### config.mk
export PLATFORM = sky130hd
export DESIGN_NAME = ioctl_load_ctrl_flat
export DESIGN_NICKNAME = d
export VERILOG_FILES = /design/src/rtl/crazyballoon_pkg.sv /design/src/rtl/ioctl_load_ctrl_if.sv /design/src/rtl/reset_stretch.sv /design/src/rtl/ioctl_load_ctrl.sv /design/src/flat_wrapper.sv
export SDC_FILE = /design/constraint.sdc
export NUM_CORES = 1
export LEC_CHECK = 0
export CAP_MARGIN = 15
export CORE_MARGIN = 2
export CORE_UTILIZATION = 45
export DETAILED_ROUTE_END_ITERATION = 6
export GPL_TIMING_DRIVEN = 0
export MAX_ROUTING_LAYER = met4
export PLACE_DENSITY = 0.84
export SETUP_SLACK_MARGIN = 0.15
export SYNTH_ARGS = -nofsm -noshare
export SYNTH_HDL_FRONTEND = slang
export SYNTH_SLANG_ARGS = --single-unit
### constraint.sdc
create_clock -name CLK -period 5.25 [get_ports CLK]
set_input_delay 1.575 -clock CLK [delete_from_list [all_inputs] [get_ports CLK]]
set_output_delay 1.575 -clock CLK [all_outputs]
set_load 0.01 [all_outputs]
### src/rtl/crazyballoon_pkg.sv
`default_nettype none
// ============================================================================
//  Module      : crazyballoon_pkg
//  Description : Shared types and constants for the ioctl download sequencer.
//                Holds the sequencer state enum and the hps_io ioctl_index
//                values that carry ROM and DIP-switch data.
//  Revision    : 1.0  initial release
// ============================================================================
package crazyballoon_pkg;

    // Download sequencer states.
    typedef enum logic [2:0] {
        WAIT_ROM = 3'd0,    // no valid ROM image yet, core held in reset
        ROM_LOAD = 3'd1,    // ROM bytes streaming to the core
        DIP_LOAD = 3'd2,    // DIP bytes streaming into the switch bank
        SETTLE   = 3'd3,    // reset-hold period after a download or user reset
        RUN      = 3'd4     // core released from reset
    } load_state_t;

    // ioctl_index values used by hps_io for this core.
    localparam logic [7:0] IDX_ROM = 8'd0;
    localparam logic [7:0] IDX_DIP = 8'd254;

    // True for the two states that consume ioctl_wr strobes.
    function automatic logic is_load_state(input load_state_t s);
        return (s == ROM_LOAD) || (s == DIP_LOAD);
    endfunction

endpackage : crazyballoon_pkg
`default_nettype wire

### src/rtl/ioctl_load_ctrl_if.sv
`default_nettype none
// ============================================================================
//  Module      : ioctl_load_ctrl_if
//  Description : hps_io ioctl download bus.
//                master : hps_io side, drives every signal
//                slave  : download sequencer side, samples every signal
//  Signals     : ioctl_download  download in progress
//                ioctl_wr        one-cycle strobe marking a valid byte
//                ioctl_index     download index
//                ioctl_addr      byte address within the download
//                ioctl_dout      data byte
//  Revision    : 1.0  initial release
// ============================================================================
interface ioctl_load_ctrl_if;

    logic        ioctl_download;
    logic        ioctl_wr;
    logic [7:0]  ioctl_index;
    logic [24:0] ioctl_addr;
    logic [7:0]  ioctl_dout;

    modport master (
        output ioctl_download,
        output ioctl_wr,
        output ioctl_index,
        output ioctl_addr,
        output ioctl_dout
    );

    modport slave (
        input  ioctl_download,
        input  ioctl_wr,
        input  ioctl_index,
        input  ioctl_addr,
        input  ioctl_dout
    );

endinterface : ioctl_load_ctrl_if
`default_nettype wire

### src/rtl/reset_stretch.sv
`default_nettype none
// ============================================================================
//  Module      : reset_stretch
//  Description : Reset-hold down-counter. A start pulse loads CYCLES-1; the
//                counter then decrements once per clock until it reaches 0.
//                busy is high while the count is non-zero, so a start seen
//                before edge n lets the owner leave its hold state at edge
//                n+CYCLES. A start while busy reloads the count.
//  Ports       : CLK      system clock, rising edge
//                RESET_N  asynchronous active-low reset
//                start    load the counter with CYCLES-1
//                busy     count not yet exhausted
//  Revision    : 1.0  initial release
// ============================================================================
module reset_stretch #(
    parameter int CYCLES = 1024
) (
    input  logic CLK,
    input  logic RESET_N,
    input  logic start,
    output logic busy
);

    localparam int CW = (CYCLES > 1) ? $clog2(CYCLES) : 1;

    logic [CW-1:0] count;

    always_ff @(posedge CLK or negedge RESET_N) begin
        if (!RESET_N) begin
            count <= '0;
        end else if (start) begin
            count <= CW'(CYCLES - 1);
        end else if (count != '0) begin
            count <= count - CW'(1);
        end
    end

    assign busy = (count != '0);

endmodule : reset_stretch
`default_nettype wire

### src/rtl/ioctl_load_ctrl.sv
`default_nettype none
// ============================================================================
//  Module      : ioctl_load_ctrl
//  Description : Download sequencer between hps_io's ioctl bus and the arcade
//                core. ROM bytes go to the core's download port, DIP bytes go
//                into an 8-byte switch bank. The core is held in reset until a
//                correctly sized ROM image has loaded, and for RESET_HOLD
//                cycles after every download or user reset.
//  Ports       : CLK         system clock, rising edge
//                RESET_N     asynchronous active-low reset
//                ioctl       hps_io download bus (slave side)
//                user_reset  OSD / button reset request, level-sensitive
//                dn_addr     ROM write address to the core
//                dn_data     ROM write data to the core
//                dn_wr       ROM write strobe, one cycle per accepted byte
//                dn_ld       ROM download active
//                dipsw       DIP bank, byte k on bits [8k+7:8k]
//                core_reset  active-high reset to the core
//                rom_ok      last ROM download had the correct size
//                rom_err     sticky overrun / short-image flag
//  Revision    : 1.0  initial release
// ============================================================================
module ioctl_load_ctrl
    import crazyballoon_pkg::*;
#(
    parameter int         ROM_BYTES  = 14336,
    parameter logic [7:0] ROM_INDEX  = IDX_ROM,
    parameter logic [7:0] DIP_INDEX  = IDX_DIP,
    parameter int         RESET_HOLD = 1024
) (
    input  logic               CLK,
    input  logic               RESET_N,
    ioctl_load_ctrl_if.slave   ioctl,
    input  logic               user_reset,
    output logic [15:0]        dn_addr,
    output logic [7:0]         dn_data,
    output logic               dn_wr,
    output logic               dn_ld,
    output logic [63:0]        dipsw,
    output logic               core_reset,
    output logic               rom_ok,
    output logic               rom_err
);

    localparam logic [16:0] CNT_SAT   = 17'h1_0000;
    localparam logic [16:0] CNT_FULL  = 17'(ROM_BYTES);
    localparam logic [24:0] ADDR_LIMIT = 25'(ROM_BYTES);

    // ------------------------------------------------------------------
    // State and datapath registers
    // ------------------------------------------------------------------
    load_state_t state;
    load_state_t state_nxt;
    load_state_t ret_state;     // state to fall back to after a DIP load
    logic        dl_q;          // previous ioctl_download, for edge detect
    logic [16:0] byte_cnt;      // accepted ROM bytes, saturating

    // ------------------------------------------------------------------
    // Combinational decode
    // ------------------------------------------------------------------
    logic        dl_rise;
    logic        dl_fall;
    logic        rom_rise;
    logic        dip_rise;
    logic        addr_in_rom;
    logic        rom_wr_ok;
    logic        rom_wr_bad;
    logic        dip_wr;
    logic [16:0] cnt_inc;
    logic [16:0] cnt_nxt;
    logic        err_nxt;
    logic        size_good;

    logic        rom_begin;
    logic        save_state;
    logic        stretch_start;
    logic        stretch_busy;

    assign dl_rise  =  ioctl.ioctl_download & ~dl_q;
    assign dl_fall  = ~ioctl.ioctl_download &  dl_q;
    assign rom_rise = dl_rise & (ioctl.ioctl_index == ROM_INDEX);
    assign dip_rise = dl_rise & (ioctl.ioctl_index == DIP_INDEX);

    assign addr_in_rom = (ioctl.ioctl_addr < ADDR_LIMIT);
    assign rom_wr_ok   = (state == ROM_LOAD) & ioctl.ioctl_wr &  addr_in_rom;
    assign rom_wr_bad  = (state == ROM_LOAD) & ioctl.ioctl_wr & ~addr_in_rom;
    assign dip_wr      = (state == DIP_LOAD) & ioctl.ioctl_wr &
                         (ioctl.ioctl_addr[24:3] == 22'd0);

    // The size check at the end of a ROM load includes a byte strobed in the
    // same cycle as the falling download, so it looks at the next-state
    // counter and error flag rather than the registered ones.
    assign cnt_inc   = (byte_cnt == CNT_SAT) ? byte_cnt : byte_cnt + 17'd1;
    assign cnt_nxt   = rom_wr_ok ? cnt_inc : byte_cnt;
    assign err_nxt   = rom_err | rom_wr_bad;
    assign size_good = (cnt_nxt == CNT_FULL) & ~err_nxt;

    // ------------------------------------------------------------------
    // Reset-hold counter
    // ------------------------------------------------------------------
    reset_stretch #(
        .CYCLES (RESET_HOLD)
    ) u_reset_stretch (
        .CLK     (CLK),
        .RESET_N (RESET_N),
        .start   (stretch_start),
        .busy    (stretch_busy)
    );

    // ------------------------------------------------------------------
    // FSM: state register
    // ------------------------------------------------------------------
    always_ff @(posedge CLK or negedge RESET_N) begin
        if (!RESET_N) begin
            state <= WAIT_ROM;
        end else begin
            state <= state_nxt;
        end
    end

    // ------------------------------------------------------------------
    // FSM: next state and control strobes
    // ------------------------------------------------------------------
    always_comb begin
        state_nxt     = state;
        rom_begin     = 1'b0;
        save_state    = 1'b0;
        stretch_start = 1'b0;

        unique case (state)
            WAIT_ROM, SETTLE, RUN: begin
                // A new download always wins, aborting any hold count.
                if (rom_rise) begin
                    state_nxt = ROM_LOAD;
                    rom_begin = 1'b1;
                end else if (dip_rise) begin
                    state_nxt  = DIP_LOAD;
                    save_state = 1'b1;
                end else if (state == SETTLE) begin
                    // Holding user_reset keeps reloading the hold count.
                    if (user_reset) begin
                        stretch_start = 1'b1;
                    end else if (!stretch_busy) begin
                        state_nxt = RUN;
                    end
                end else if ((state == RUN) && user_reset) begin
                    state_nxt     = SETTLE;
                    stretch_start = 1'b1;
                end
            end

            ROM_LOAD: begin
                if (dl_fall) begin
                    if (size_good) begin
                        state_nxt     = SETTLE;
                        stretch_start = 1'b1;
                    end else begin
                        state_nxt = WAIT_ROM;
                    end
                end
            end

            DIP_LOAD: begin
                if (dl_fall) begin
                    if (rom_ok) begin
                        state_nxt     = SETTLE;
                        stretch_start = 1'b1;
                    end else begin
                        state_nxt = ret_state;
                    end
                end
            end

            default: begin
                state_nxt = WAIT_ROM;
            end
        endcase
    end

    // ------------------------------------------------------------------
    // Datapath and registered outputs
    // ------------------------------------------------------------------
    always_ff @(posedge CLK or negedge RESET_N) begin
        if (!RESET_N) begin
            dl_q       <= 1'b0;
            ret_state  <= WAIT_ROM;
            byte_cnt   <= '0;
            rom_ok     <= 1'b0;
            rom_err    <= 1'b0;
            dn_addr    <= '0;
            dn_data    <= '0;
            dn_wr      <= 1'b0;
            dn_ld      <= 1'b0;
            dipsw      <= '0;
            core_reset <= 1'b1;
        end else begin
            dl_q <= ioctl.ioctl_download;

            if (save_state) begin
                ret_state <= state;
            end

            // ROM bookkeeping
            if (rom_begin) begin
                byte_cnt <= '0;
                rom_ok   <= 1'b0;
                rom_err  <= 1'b0;
            end else if (state == ROM_LOAD) begin
                byte_cnt <= cnt_nxt;
                rom_err  <= err_nxt;
                if (dl_fall) begin
                    if (size_good) begin
                        rom_ok <= 1'b1;
                    end else begin
                        rom_err <= 1'b1;
                    end
                end
            end

            // Core download port: address/data hold their last value
            // between strobes.
            dn_wr <= rom_wr_ok;
            if (rom_wr_ok) begin
                dn_addr <= ioctl.ioctl_addr[15:0];
                dn_data <= ioctl.ioctl_dout;
            end

            if (dip_wr) begin
                dipsw[{ioctl.ioctl_addr[2:0], 3'b000} +: 8] <= ioctl.ioctl_dout;
            end

            // Both follow the current state with one register of delay.
            dn_ld      <= is_load_state(state) & (state == ROM_LOAD);
            core_reset <= (state != RUN);
        end
    end

endmodule : ioctl_load_ctrl
`default_nettype wire

### src/flat_wrapper.sv
// flat-port wrapper written by rule: the top's interface ports become plain ports
module ioctl_load_ctrl_flat import crazyballoon_pkg::*;
#(
    parameter int         ROM_BYTES  = 14336,
    parameter logic [7:0] ROM_INDEX  = IDX_ROM,
    parameter logic [7:0] DIP_INDEX  = IDX_DIP,
    parameter int         RESET_HOLD = 1024
)
  (CLK, RESET_N, user_reset, dn_addr, dn_data, dn_wr, dn_ld, dipsw, core_reset, rom_ok, rom_err, ioctl_ioctl_download, ioctl_ioctl_wr, ioctl_ioctl_index, ioctl_ioctl_addr, ioctl_ioctl_dout);
  ioctl_load_ctrl_if ioctl_i ();
  input  logic CLK;
  input  logic RESET_N;
  input  logic user_reset;
  output logic [15:0] dn_addr;
  output logic [7:0] dn_data;
  output logic dn_wr;
  output logic dn_ld;
  output logic [63:0] dipsw;
  output logic core_reset;
  output logic rom_ok;
  output logic rom_err;
  input wire logic [$bits(ioctl_i.ioctl_download)-1:0] ioctl_ioctl_download;
  input wire logic [$bits(ioctl_i.ioctl_wr)-1:0] ioctl_ioctl_wr;
  input wire logic [$bits(ioctl_i.ioctl_index)-1:0] ioctl_ioctl_index;
  input wire logic [$bits(ioctl_i.ioctl_addr)-1:0] ioctl_ioctl_addr;
  input wire logic [$bits(ioctl_i.ioctl_dout)-1:0] ioctl_ioctl_dout;
  assign ioctl_i.ioctl_download = ioctl_ioctl_download;
  assign ioctl_i.ioctl_wr = ioctl_ioctl_wr;
  assign ioctl_i.ioctl_index = ioctl_ioctl_index;
  assign ioctl_i.ioctl_addr = ioctl_ioctl_addr;
  assign ioctl_i.ioctl_dout = ioctl_ioctl_dout;
  ioctl_load_ctrl #(.ROM_BYTES(ROM_BYTES), .ROM_INDEX(ROM_INDEX), .DIP_INDEX(DIP_INDEX), .RESET_HOLD(RESET_HOLD)) u_core (.CLK(CLK), .RESET_N(RESET_N), .ioctl(ioctl_i), .user_reset(user_reset), .dn_addr(dn_addr), .dn_data(dn_data), .dn_wr(dn_wr), .dn_ld(dn_ld), .dipsw(dipsw), .core_reset(core_reset), .rom_ok(rom_ok), .rom_err(rom_err));
endmodule
==> impl_metrics.py <==
metrics = {
    "setup_path": {
        "crit_path_start_kind": "input port",
        "end_kind": "register",
        "crit_fanout": 8,
        "cp.required_ps": 5550,
        "critical_path_arrival_ps": 4510,
        "critical_path_class": "in2reg",
    },
    "routing": {
        "final_antenna_net_count": 0,
        "wl_met3_microns": 860,
        "drt_iter0_markers": 426,
        "top_layer_used": "met4",
        "drc": 0,
        "wl_mm": 15.8,
        "route.met2.wl_mm": 8.04,
        "dr.pass1.iters": 5,
        "num_vias": 4940,
        "via_per_inst": 5.59,
        "m1WireLength_mm": 6.43,
        "route.detailed.wl_per_inst_microns": 17.9,
    },
    "cts": {
        "post_cts_resize_count": 0,
        "postCtsSetupBuffers": 0,
        "clk_path_buf_depth": 2,
        "cts_root_buffer": "clkbuf_16",
        "cts_hold_buf": 0,
        "clk_pin_slew_ps": 60,
        "cts_buffers": 17,
        "h-tree-depth": 4,
        "clk-insertion-delay-late_ps": 420,
        "cts_tree": "yes",
        "cts.sinks": 127,
    },
    "global_route": {
        "overflow": 0,
        "grt_pass1_wl_mm": 25.7,
        "grt_pass1_vias": 5111,
        "antenna_found_initial": 0,
        "grt_max_degree": 83,
        "grt_use_total_pct": 23.7,
    },
    "logic_synthesis": {
        "synth_mux_area_share_pct": 16.1,
        "synthCells": 537,
        "ys_types": 56,
        "synthSimpleGateAreaFrac_pct": 18.4,
        "yosysTopAreaCellShare_pct": 52.4,
        "synth_nets": 588,
        "synthFlopType": "dfrtp_1",
        "ys_warn_count": 0,
        "seq_area_frac_synth_pct": 52.9,
        "synth_xor_area_share_pct": 1.46,
        "ys_ff_latch": 127,
        "synth_top_family_by_area": "simple AND/OR/NAND/NOR gates",
        "syn_area_per_cell_sq_um": 11.2,
        "yosys-top-cells-count": "126 x dfrtp_1, 76 x mux2_2, 40 x nand2_1, 29 x nand3_1, 24 x o21ai_0",
        "ys_async_sr_fraction_pct": 100,
        "synth_adder_area_share_pct": 1.04,
        "synth_area_sq_mm": 0.00601,
        "synth_compound_area_share_pct": 6.81,
        "synth_top_cell_by_area": "dfrtp_1",
        "synth.most_common_cell": "dfrtp_1",
        "synthTopCellsByArea": "dfrtp_1 52%, mux2_2 14%, nand2_1 2.5%",
        "synth_edf_count": 0,
    },
    "timing": {
        "slew_headroom_pct": 19.2,
        "clock_skew_ps": 6.34,
        "worst_slew_pin_slew_ps": 1200,
        "hold_slack_ps": 474,
        "fin_crit_sh_pct": 80.2,
        "finalHoldViolations": 0,
        "setup_ws_ps": 1040,
        "setup_viol": 0,
        "period_minus_slack_ps": 4210,
        "max_freq_mhz": 237,
        "rsz0062_at_grt": "no",
        "finalMaxSlewViolations": 0,
        "setup_tns_ps": 0,
    },
    "layout": {
        "fill_cells": 1000,
        "nets": 746,
        "synthToLayoutAreaGrowth_pct": 37.9,
        "layout-drive-gt1-share_pct": 18.5,
        "final_cell_count_no_fill": 884,
        "n_antenna_cell": 0,
    },
    "die": {
        "fp.dieH_microns": 120,
        "fp-row-count": 42,
        "die_x_microns": 120,
        "start_util_pct": 45.8,
        "core_sq_mm": 0.0131,
        "boundaryPins": 139,
        "fp.dieArea_sq_mm": 0.0143,
    },
    "pwr": {
        "cellPowerDensity_mw_per_mm2": 328,
        "clockPowerShare_pct": 46.6,
        "combPwrFrac_pct": 14.7,
        "sequentialPowerShare_pct": 38.7,
        "power.leakage_nw": 3.62,
        "swShare_pct": 25.7,
        "irDropWorstVdd_mv": 0.178,
        "power.internal_mw": 2.02,
        "switching_power_uw": 699,
    },
    "place": {
        "post-place-ws_ps": 539,
        "dp.cells": 852,
        "dp_hpwl_mm": 11.3,
        "io_buffer_count": 138,
        "place_congestion": 0.876,
    },
    "hold_path": {
        "hp-class": "reg2reg",
    },
    "status": {
        "status": "complete, no violations",
    },
    "job": {
        "drv_cap": 0,
    },
}
[worst paths after layout]
kind                                     start                  to  slack [ps]  cells past startpoint
max in group asynchronous              RESET_N    u_core.dipsw[58]        3430                      2
setup / recovery           ioctl_ioctl_addr[0]    u_core.dipsw[38]        1040                      8
setup reg to reg               u_core.state[1]    u_core.dipsw[38]        2100                      7
hold reg to reg               u_core.dipsw[40]    u_core.dipsw[40]         470                      2
min in group asynchronous              RESET_N  u_core.dn_addr[11]        1080                      1
hold / removal                u_core.dipsw[40]    u_core.dipsw[40]         470                      2
[flip-flops by register name (all words and copies together) (netlist names)]
| signal | cells |
|---|---|
| u_core.dl_q | 1 |
| u_core.byte_cnt | 17 |
| u_core.core_reset | 1 |
| u_core.dn_ld | 1 |
| u_core.state | 3 |
| u_core.rom_err | 1 |
| u_core.dn_wr | 1 |
| u_core.rom_ok | 1 |
| u_core.dn_addr | 16 |
| u_core.dn_data | 8 |
| u_core.dipsw | 64 |
| u_core.ret_state | 3 |
| u_core.u_reset_stretch.count | 10 |
[worst max-delay path, stage by stage]
cell	delay, ps
clkdlybuf4s50_1	540
inv_1	100
ha_1	210
ha_1	400
nand2b_1	80
clkbuf_1	230
nor4_2	950
mux2_2	430
[layer usage]
layer	global-route usage (%)	vias up
met4	10.7	0
met2	38.8	173
li1	-	2276
met1	28.1	2458
met5	-	-
met3	5.23	33
[metrics by stage]
step	power, mW	util (%)	area [sq um]
after floorplan	1.31	-	6010
after global placement	1.43	58.0	7610
after detailed placement	1.46	58.2	7640
after CTS	2.73	63.1	8290
after global routing	2.84	63.1	8290
final	2.72	63.1	8290
[area by class of cell]
class / count / area, sq um / share of cell area [%]
Clock inverter: 12 / 183 / 2.20
Sequential cell: 127 / 3180 / 38.3
Tap cell: 176 / 220 / 2.66
Inverter: 21 / 78.8 / 0.951
Buffer: 25 / 116 / 1.40
Clock buffer: 20 / 467 / 5.63
Timing Repair Buffer: 139 / 1410 / 17.0
Multi-Input combinational cell: 364 / 2640 / 31.8
[power by group through the flow]
stage	clock, mW	combinational, mW	sequential [mW]
after floorplan	0	0.243	1.07
after global placement	0	0.368	1.07
after detailed placement	0	0.391	1.07
after CTS	1.29	0.395	1.05
after global routing	1.33	0.444	1.06
final	1.27	0.400	1.05
[logic make-up after synthesis]
group	Yosys count
compound gates	67
flops	127
simple gates	195
buf+inv	46
mux	87
xor+xnor	10
fa+ha+maj	5
[layout by cell type, fill, tap and decap left out, drive strengths merged, types with 4 or more instances in the layout]
cell,synthesis,routed
nor4,14,14
o21ai,24,24
ha,5,5
mux2,77,77
inv,21,22
nand4,15,15
nor2,21,21
buf,7,9
nand3,30,30
or4,5,5
nor3,14,14
and4,6,6
xnor2,7,7
or2,5,5
nand2b,5,5
nor4b,5,5
bufinv,0,4
or3,5,5
dfrtp,126,126
nor2b,7,7
clkdlybuf4s50,0,137
mux2i,10,10
o31ai,11,11
a31oi,5,5
clkbuf,18,38
clkinv,0,4
nand2,40,40
and2,8,8
a21oi,14,14
Power figures use the tool's default switching activity.
